===== config.mk =====
export PLATFORM = sky130hd
export DESIGN_NAME = shift_sequencer
export DESIGN_NICKNAME = d
export VERILOG_FILES = /design/src/rtl/shift_seq_pkg.sv /design/src/rtl/shift_stage_mux.sv /design/src/rtl/shift_sequencer.sv
export SDC_FILE = /design/constraint.sdc
export NUM_CORES = 1
export LEC_CHECK = 0
export CORE_MARGIN = 5
export CORE_UTILIZATION = 50
export CTS_CLUSTER_DIAMETER = 60
export DETAILED_ROUTE_END_ITERATION = 8
export PLACE_DENSITY = 0.84
export SYNTH_ARGS = -nofsm -noshare
export SYNTH_HDL_FRONTEND = slang
export SYNTH_HIERARCHICAL = 1
export SYNTH_SLANG_ARGS = --single-unit

===== constraint.sdc =====
create_clock -name clock -period 2.36 [get_ports clock]
set_clock_uncertainty 0.2 [all_clocks]
set_input_delay 0.354 -clock clock [delete_from_list [all_inputs] [get_ports clock]]
set_output_delay 0.354 -clock clock [all_outputs]
set_load 0.01 [all_outputs]

===== src/rtl/shift_seq_pkg.sv =====
// shift_seq_pkg: shared FSM states, op codes and op normalisation for shift_sequencer.
// SHIFT_SEQ_SRL_EN selects whether op 10 is a logical right shift or folds onto SLL.
package shift_seq_pkg;

    typedef enum logic [1:0] {
        IDLE  = 2'd0,
        SHIFT = 2'd1,
        DONE  = 2'd2
    } state_t;

    localparam logic [1:0] OP_SLL = 2'b00;
    localparam logic [1:0] OP_SRA = 2'b01;
    localparam logic [1:0] OP_SRL = 2'b10;

    // Map the raw op field onto the ops the build actually implements.
    function automatic logic [1:0] normOp(input logic [1:0] op);
`ifdef SHIFT_SEQ_SRL_EN
        return op == 2'b11 ? OP_SRA : op;
`else
        return op & 2'b01;
`endif
    endfunction

endpackage


===== src/rtl/shift_stage_mux.sv =====
// shift_stage_mux: shifts a value by the single power of two picked by a one-hot stage select.
// The SRL fill path exists only when SHIFT_SEQ_SRL_EN is defined.
module shift_stage_mux
    import shift_seq_pkg::*;
#(
    parameter int WIDTH   = 32,
    parameter int SHAMT_W = 5
) (
    input  logic [WIDTH-1:0]   value,
    input  logic [1:0]         op,
    input  logic [SHAMT_W-1:0] stageSel,
    output logic [WIDTH-1:0]   result
);

    logic [WIDTH-1:0] stageOut [SHAMT_W];

    for (genvar k = 0; k < SHAMT_W; k++) begin : gStage
        localparam int S = 1 << k;
`ifdef SHIFT_SEQ_SRL_EN
        assign stageOut[k] = op == OP_SLL ? value << S :
                             op == OP_SRL ? value >> S : $unsigned($signed(value) >>> S);
`else
        assign stageOut[k] = op == OP_SLL ? value << S : $unsigned($signed(value) >>> S);
`endif
    end

    always_comb begin
        result = '0;
        for (int i = 0; i < SHAMT_W; i++) result |= stageOut[i] & {WIDTH{stageSel[i]}};
    end

endmodule


===== src/rtl/shift_sequencer.sv =====
// shift_sequencer: multi-cycle shifter consuming the largest remaining power-of-two stage each cycle.
// Define SHIFT_SEQ_SRL_EN to enable logical right shift on op 10.
module shift_sequencer
    import shift_seq_pkg::*;
#(
    parameter int WIDTH   = 32,
    parameter int SHAMT_W = 5
) (
    input  logic               clock,
    input  logic               reset,
    input  logic               ctrl_start,
    input  logic [1:0]         ctrl_op,
    input  logic [WIDTH-1:0]   data_operandA,
    input  logic [SHAMT_W-1:0] ctrl_shiftamt,
    output logic [WIDTH-1:0]   data_result,
    output logic               data_resultRDY,
    output logic               busy
);

    state_t             state, nextState;
    logic [WIDTH-1:0]   workReg, stageOut;
    logic [SHAMT_W-1:0] remAmt, remNext, stageSel;
    logic [1:0]         opReg;
    logic               accept;

    // Priority encoder: the last set bit seen wins, so the highest remaining stage is selected.
    always_comb begin
        stageSel = '0;
        for (int i = 0; i < SHAMT_W; i++)
            if (remAmt[i]) stageSel = SHAMT_W'(1) << i;
    end

    assign remNext = remAmt & ~stageSel;
    assign accept  = ctrl_start && state != SHIFT;

    shift_stage_mux #(.WIDTH(WIDTH), .SHAMT_W(SHAMT_W)) stageMux (
        .value(workReg),
        .op(opReg),
        .stageSel(stageSel),
        .result(stageOut)
    );

    always_ff @(posedge clock or posedge reset)
        if (reset) state <= IDLE;
        else state <= nextState;

    always_comb begin
        nextState = state;
        data_resultRDY = state == DONE;
        busy = state == SHIFT;
        case (state)
            IDLE, DONE: nextState = accept ? (ctrl_shiftamt == '0 ? DONE : SHIFT) : IDLE;
            SHIFT: nextState = remNext == '0 ? DONE : SHIFT;
            default: nextState = IDLE;
        endcase
    end

    always_ff @(posedge clock or posedge reset) begin
        if (reset) begin
            workReg <= '0;
            remAmt <= '0;
            opReg <= OP_SLL;
            data_result <= '0;
        end else if (accept) begin
            workReg <= data_operandA;
            remAmt <= ctrl_shiftamt;
            opReg <= normOp(ctrl_op);
            if (ctrl_shiftamt == '0) data_result <= data_operandA;
        end else if (state == SHIFT) begin
            workReg <= stageOut;
            remAmt <= remNext;
            if (remNext == '0) data_result <= stageOut;
        end
    end

endmodule


==> summary.txt, run 1 <==
Status
  • Outcome: completed

Floorplanning
  • Die area: approximately 13000 um2
  • Top Ports: 76
  • Die Wd: 113 um
  • Die Height: 113 um
  • Initial core utilization: between 50 and 60%
  • Area of the core: just over 10000 um2
  • Row count: 37

Detailed routing
  • Vias/cell: ~6.5
  • First-pass iteration count of the detailed router: 5
  • Post-route DRC violation count: 0
  • Iter 0 DRT Violations: a little over 500
  • Drt wl/cell: ~22 um
  • Final WL: 17.4 mm
  • Via Count: 5200
  • Detail Route Antenna Nets: 0

CTS
  • Longest Clk Path Bufs: 2
  • CTS Sinks: 72
  • Postcts setup bufs: 0
  • Clock buffer count from CTS: 9
  • CTS tree: done
  • Htree depth: 3
  • Clk slew on worst S/H paths: about 80 ps
  • Worst-Skew Late Latency: around 360 ps
  • CTS Root Cell: clkbuf_8

Worst setup path
  • Critical Path RT: 2400 ps
  • CP endpoint kind: flip-flop
  • Crit path max fanout: 16
  • Setup CP Type: reg2reg
  • Critical path launch point type: flip-flop
  • Arr. time, crit path: between 2000 and 2500 ps

STA
  • Final hold violations: 0
  • Final worst slack: between 90 and 100 ps
  • Rel. slew slack: roughly 61%
  • Final Setup Violations: 0
  • FMAX: around 440 MHz
  • Crit path time final: ~2300 ps
  • Final period util: a little over nine tenths
  • Fin Hold WS: 233 ps
  • Slew @ Worst Pin: about 580 ps
  • Max-slew violations: 0

Finish
  • Fillers: 865
  • Most frequent cells in the layout: o21ai_0, clkdlybuf4s50_1, dfrtp_1
  • NumNets Final: roughly 700
  • Final Non-Filler Cells: approximately 800
  • Layout cells sized above 1: approximately 16%
  • Most common cell after layout, fill and taps aside: o21ai_0
  • P&R area growth vs syn: 21.7%
  • Diodes inserted: 0
  • Post-route cell area: 6440 um2

GRT
  • Gr usage total: approximately 27%
  • Grt met2 use: between 40% and 50%
  • Largest net degree at the start of global routing: 73
  • Grt met1 use: 37.6%
  • Vias in the first global route: a little over 5000
  • Antenna violations before repair: 0
  • GR Overflow Total: 0
  • M3 GR Usage: roughly 5.0%
  • First-pass GRT wire length: about 28 mm
  • Busiest grt layer: met2

Synthesis
  • Total number of yosys warnings: 6
  • Number of enable flip-flop cells after synthesis: 0
  • Syn nets: approximately 630
  • Sequential area share after synthesis: roughly 34%
  • Post-synth top area share: roughly a third
  • Ys async rst share: 100%
  • Area leader, netlist: dfrtp_1
  • Synth cell types: 60
  • Synth top area cells: dfrtp_1, o21ai_0, o221a_2
  • Synth Register Bits: 72
  • Top_reg_cell synth: dfrtp_1
  • Netlist Area Pre-Place: between 5000 and 6000 um2
  • Mapped Cells: 584
  • Mean Syn Cell Area: ~9.1 um2

Placed design
  • Post-DP Area: ~6200 um2
  • Last weighted congestion value of the routability-driven placer: approximately 0.99
  • Post-DP HPWL: 12.7 mm
  • Dpl cells: just under 800
  • Port Buffers: 74
  • Worst slack, placed: -205 ps

Pwr
  • Pwr Total: approximately 9000 uW
  • Leakage power: 0.00254 uW
  • P per Cell Area: approximately 1400 nW/um2
  • VDD IR max: 0.000906 V

Flow run
  • Max-cap violations: 0

Min path
  • Worst Hold Class: in2async
[critical path, stage by stage, from the launching register on]
cell and delay [ps]:
dfrtp_1 440, buf_4 190, or4b_1 590, o32ai_4 160
nor2_2 110, buf_12 180, o221a_2 270
[cell usage after synthesis, drive strengths merged (3+ instances only)]
master          n
nand3           3
a222oi          3
o22ai           3
nor2            5
and3            4
clkbuf         25
dlymetal6s2s    3
or3b            3
o2111ai         4
and2            9
o221a          32
a21o            9
nor2b          15
nand4          16
nor3            4
nor3b          18
o32ai           3
a22oi          18
nand2          42
mux2i          33
or2b            4
o21a           21
a21oi          14
buf            26
o21ai         122
dfrtp          72
inv             6
or3             3
o31ai           4
a22o            6
nand2b         37
[per-stage QoR]
stage               setup TNS, ps  util, %
finish                          0     62.4
global route                -1.30     62.4
CTS                             0     62.0
detailed placement          -6010     60.2
global placement            -4850     60.2
floorplan                       0        -
[cell type report]
class	instances	area, um2	share of cell area (%)
clock buffers	12	145	2.25
multi-input cells	452	3110	48.2
well taps	136	170	2.64
flip-flops and latches	72	1800	28.0
clock inverters	3	42.5	0.660
repair buffers	115	1140	17.7
inverters	6	33.8	0.524
[flip-flops by register name, indices dropped and copies added, names as in the netlist]
register / flops
opReg: 1
workReg: 32
remAmt: 5
state: 2
data_result: 32
[per-layer routing]
metal / up-vias / routed length, um
li1: 2352 / -
met1: 2533 / 7360
met2: 272 / 8110
met3: 43 / 1450
met4: 0 / 463
met5: - / 0
[report_power, final]
| part | internal, uW | switching (uW) | leakage, uW |
|---|---|---|---|
| Clock | 511 | 487 | 0.0000925 |
| Combinational | 2710 | 2880 | 0.00158 |
| Sequential | 1880 | 738 | 0.000867 |
| Total | 5100 | 4100 | 0.00254 |
[path summary, 6_finish.rpt]
path,endpoint,slack (ps),start,depth (start not counted)
min in group clock,data_result[18]$_DFFE_PP0P_,350,data_result[18]$_DFFE_PP0P_,1
min,data_result[22]$_DFFE_PP0P_,230,reset,3
max reg2reg,data_result[18]$_DFFE_PP0P_,90,remAmt[3]$_DFFE_PP0P_,6
min reg2reg,data_result[18]$_DFFE_PP0P_,350,data_result[18]$_DFFE_PP0P_,1
max,data_result[18]$_DFFE_PP0P_,90,remAmt[3]$_DFFE_PP0P_,6
max in group asynchronous,workReg[9]$_DFFE_PP0P_,1390,reset,3
[what timing repair did]
item | CTS | global route
endpoints found under the setup margin | 0 | 43
endpoints found under the hold margin | 0 | 0
hold buffers | 0 | 0
resized for setup | 0 | 9
[cells by family after synthesis]
group | Yosys count | share of synthesized area, %
other cells | 1 | 0.0708
mux | 34 | 6.45
compound gates | 248 | 31.7
fa+ha+maj | 1 | 0.189
buf+inv | 60 | 8.01
simple gates | 168 | 19.6
flops | 72 | 34.0
No activity file was read; power rests on OpenSTA's default activity.
==> inputs of run 2 (changes only) <==
- PLACE_DENSITY: 0.84 -> 0.77
- SKIP_LAST_GASP: not set -> 1
==> summary.txt, run 2 (synthesized netlist as in run 1, its figures left out) <==
Status
  • Outcome: completed

Floorplanning
  • Die Height: 113 um (unchanged)
  • Top Ports: 76 (unchanged)
  • Area of the core: 10300 um2 (unchanged)
  • Row count: 37 (unchanged)
  • Die Wd: 113 um (unchanged)
  • Die area: 12700 um2 (unchanged)
  • Initial core utilization: 51.3% (unchanged)

STA
  • FMAX: 441 MHz (about the same)
  • Rel. slew slack: 58.8% (-2.4 points)
  • Final hold violations: 0 (unchanged)
  • Crit path time final: 2270 ps (+0.564 ps)
  • Final Setup Violations: 0 (unchanged)
  • Final period util: 96.1% (about the same)
  • Fin Hold WS: 243 ps (+10.3 ps)
  • Post-Route Setup TNS: 0 ps (unchanged)
  • Max-slew violations: 0 (unchanged)
  • Slew @ Worst Pin: 617 ps (+36.5 ps)

GRT
  • Vias in the first global route: 5198 (+0.66%)
  • Largest net degree at the start of global routing: 73 (unchanged)
  • GR Overflow Total: 0 (unchanged)
  • Gr usage total: 27.7% (+0.37 points)
  • Antenna violations before repair: 0 (unchanged)
  • First-pass GRT wire length: 28.7 mm (+1.7%)

Finish
  • Sequential Area: 1800 um2 (unchanged)
  • Most common cell after layout, fill and taps aside: o21ai_0
  • Util after Layout: 62.9% (+0.48 points)
  • P&R area growth vs syn: 22.6%
  • Fillers: 874 (+1.0%)
  • Biggest regs: data_result x32, workReg x32, remAmt x5
  • NumNets Final: 700 (+0.29%)
  • Layout cells sized above 1: 17.0% (+0.83 points)
  • Post-route cell area: 6490 um2 (+0.78%)
  • Diodes inserted: 0 (unchanged)
  • Multi-input logic area: 3090 um2 (-0.36%)
  • Most frequent cells in the layout: o21ai_0, clkdlybuf4s50_1, dfrtp_1

Flow run
  • Max-cap violations: 0 (unchanged)

Min path
  • Worst Hold Class: in2async

Worst setup path
  • Critical Path RT: 2450 ps (+50 ps)
  • Reg-to-reg startpoint: remAmt[4]$_DFFE_PP0P_
  • Crit-path slowest cell: or4b_1
  • Critical Path Sink: data_result[19]$_DFFE_PP0P_
  • Worst setup path start: remAmt[4]$_DFFE_PP0P_
  • FF-to-FF End: data_result[19]$_DFFE_PP0P_
  • Setup CP Type: reg2reg
  • CP endpoint kind: flip-flop
  • Critical path launch point type: flip-flop
  • Largest stage delay on the critical path: 530 ps (-60 ps)
  • Crit path max fanout: 17 (+1)
  • Worst reg2reg path depth: 6 (unchanged)
  • Arr. time, crit path: 2360 ps (+50 ps)
  • Crit path cell chain: buf_4 > or4b_1 > o32ai_2 > or3_1 > buf_12 > o221a_2
  • Reg2reg setup slack: 90 ps (about the same)

Pwr
  • Pwr Total: 9290 uW (+0.92%)
  • VDD IR max: 0.00120 V (+33%)
  • P per Cell Area: 1430 nW/um2 (+0.14%)
  • Leakage power: 0.00256 uW (+0.67%)

CTS
  • Clock buffer count from CTS: 9 (unchanged)
  • CTS hold repair buffers: 0 (unchanged)
  • Htree depth: 3 (unchanged)
  • Worst-Skew Late Latency: 360 ps (about the same)
  • CTS Sinks: 72 (unchanged)
  • Longest Clk Path Bufs: 2 (unchanged)
  • Clk slew on worst S/H paths: 80 ps (about the same)
  • CTS Root Cell: clkbuf_8
  • CTS tree: done

Detailed routing
  • First-pass iteration count of the detailed router: 6 (+1)
  • WL met1: 7.66 mm (+4.1%)
  • Detail Route Antenna Nets: 0 (unchanged)
  • Length of routed met3 wiring: 1.35 mm (-6.7%)
  • Post-route DRC violation count: 0 (unchanged)
  • Iter 0 DRT Violations: 594 (+18%)
  • Highest Signal Layer: met4
  • Drt wl/cell: 22.3 um (+2.1%)
  • Vias/cell: 6.50 (-0.57%)
  • WL met2: 8.40 mm (+3.6%)
  • Via Count: 5190 (-0.19%)
  • Final WL: 17.8 mm (+2.5%)

Placed design
  • Port Buffers: 74 (unchanged)
  • Post-DP HPWL: 13.0 mm (+2.7%)
  • Last weighted congestion value of the routability-driven placer: 1.01 (+2.1%)
  • Post-DP Area: 6270 um2 (+1.0%)
==> run 2: cell count changes in the layout (fill, tap and decap cells not counted), moves of 2 or more <==
cell	change
clkbuf_1	-2
buf_6	-3
buf_12	+4
clkinvlp_4	+2
==> run 2: through the flow <==
step | worst slack, ps | instances
2_1_floorplan | 141 | 584
3_3_place_gp | -120 | 783
3_5_place_dp | -170 | 783
4_1_cts | 0.208 | 799
5_1_grt | -4.21 | 799
6_report | 92.4 | 799
==> run 2: metal layers <==
| layer | vias up | GRT usage [%] |
|---|---|---|
| met5 | - | 0 |
| met3 | 33 | 4.87 |
| met2 | 267 | 44.7 |
| met4 | 0 | 9.29 |
| met1 | 2529 | 37.7 |
| li1 | 2361 | - |
==> run 2: critical path, delay by kind of cell (launching register included) <==
family / cells / cell delay, ps
flip-flops: 1 / 470
AND/OR/NAND/NOR: 2 / 800
buffers and inverters: 2 / 370
AO/OA/AOI/OAI: 2 / 360
==> run 2: where the power goes <==
part / switching (uW) / leakage, uW / internal [uW]
sequential: 759 / 0.000867 / 1880
combinational: 2890 / 0.00160 / 2750
clock: 524 / 0.0000916 / 488
total: 4170 / 0.00256 / 5120
==> run 2: worst min path at each step <==
| stage | endpoint | slack (ps) | cells after the start |
|---|---|---|---|
| after floorplan | opReg[0]$_DFFE_PP0N_ | 280 | 1 |
| after global placement | workReg[0]$_DFFE_PP0P_ | 330 | 2 |
| after detailed placement | data_result[13]$_DFFE_PP0P_ | 340 | 1 |
| after CTS | data_result[22]$_DFFE_PP0P_ | 260 | 3 |
| after global routing | data_result[24]$_DFFE_PP0P_ | 280 | 3 |
| final | data_result[24]$_DFFE_PP0P_ | 240 | 3 |
==> run 2: layout make-up <==
class / count / share of cell area (%)
Multi-Input combinational cell: 452 / 47.7
Sequential cell: 72 / 27.8
Timing Repair Buffer: 117 / 18.4
Tap cell: 136 / 2.62
Clock buffer: 9 / 1.91
Clock inverter: 7 / 1.10
Inverter: 6 / 0.520
==> run 2: repair_timing <==
| action | in CTS | in global routing |
|---|---|---|
| hold endpoints to repair | 0 | 0 |
| setup buffers | 0 | 0 |
| gates resized for setup | 0 | 7 |
| endpoints found under the setup margin | 0 | 28 |
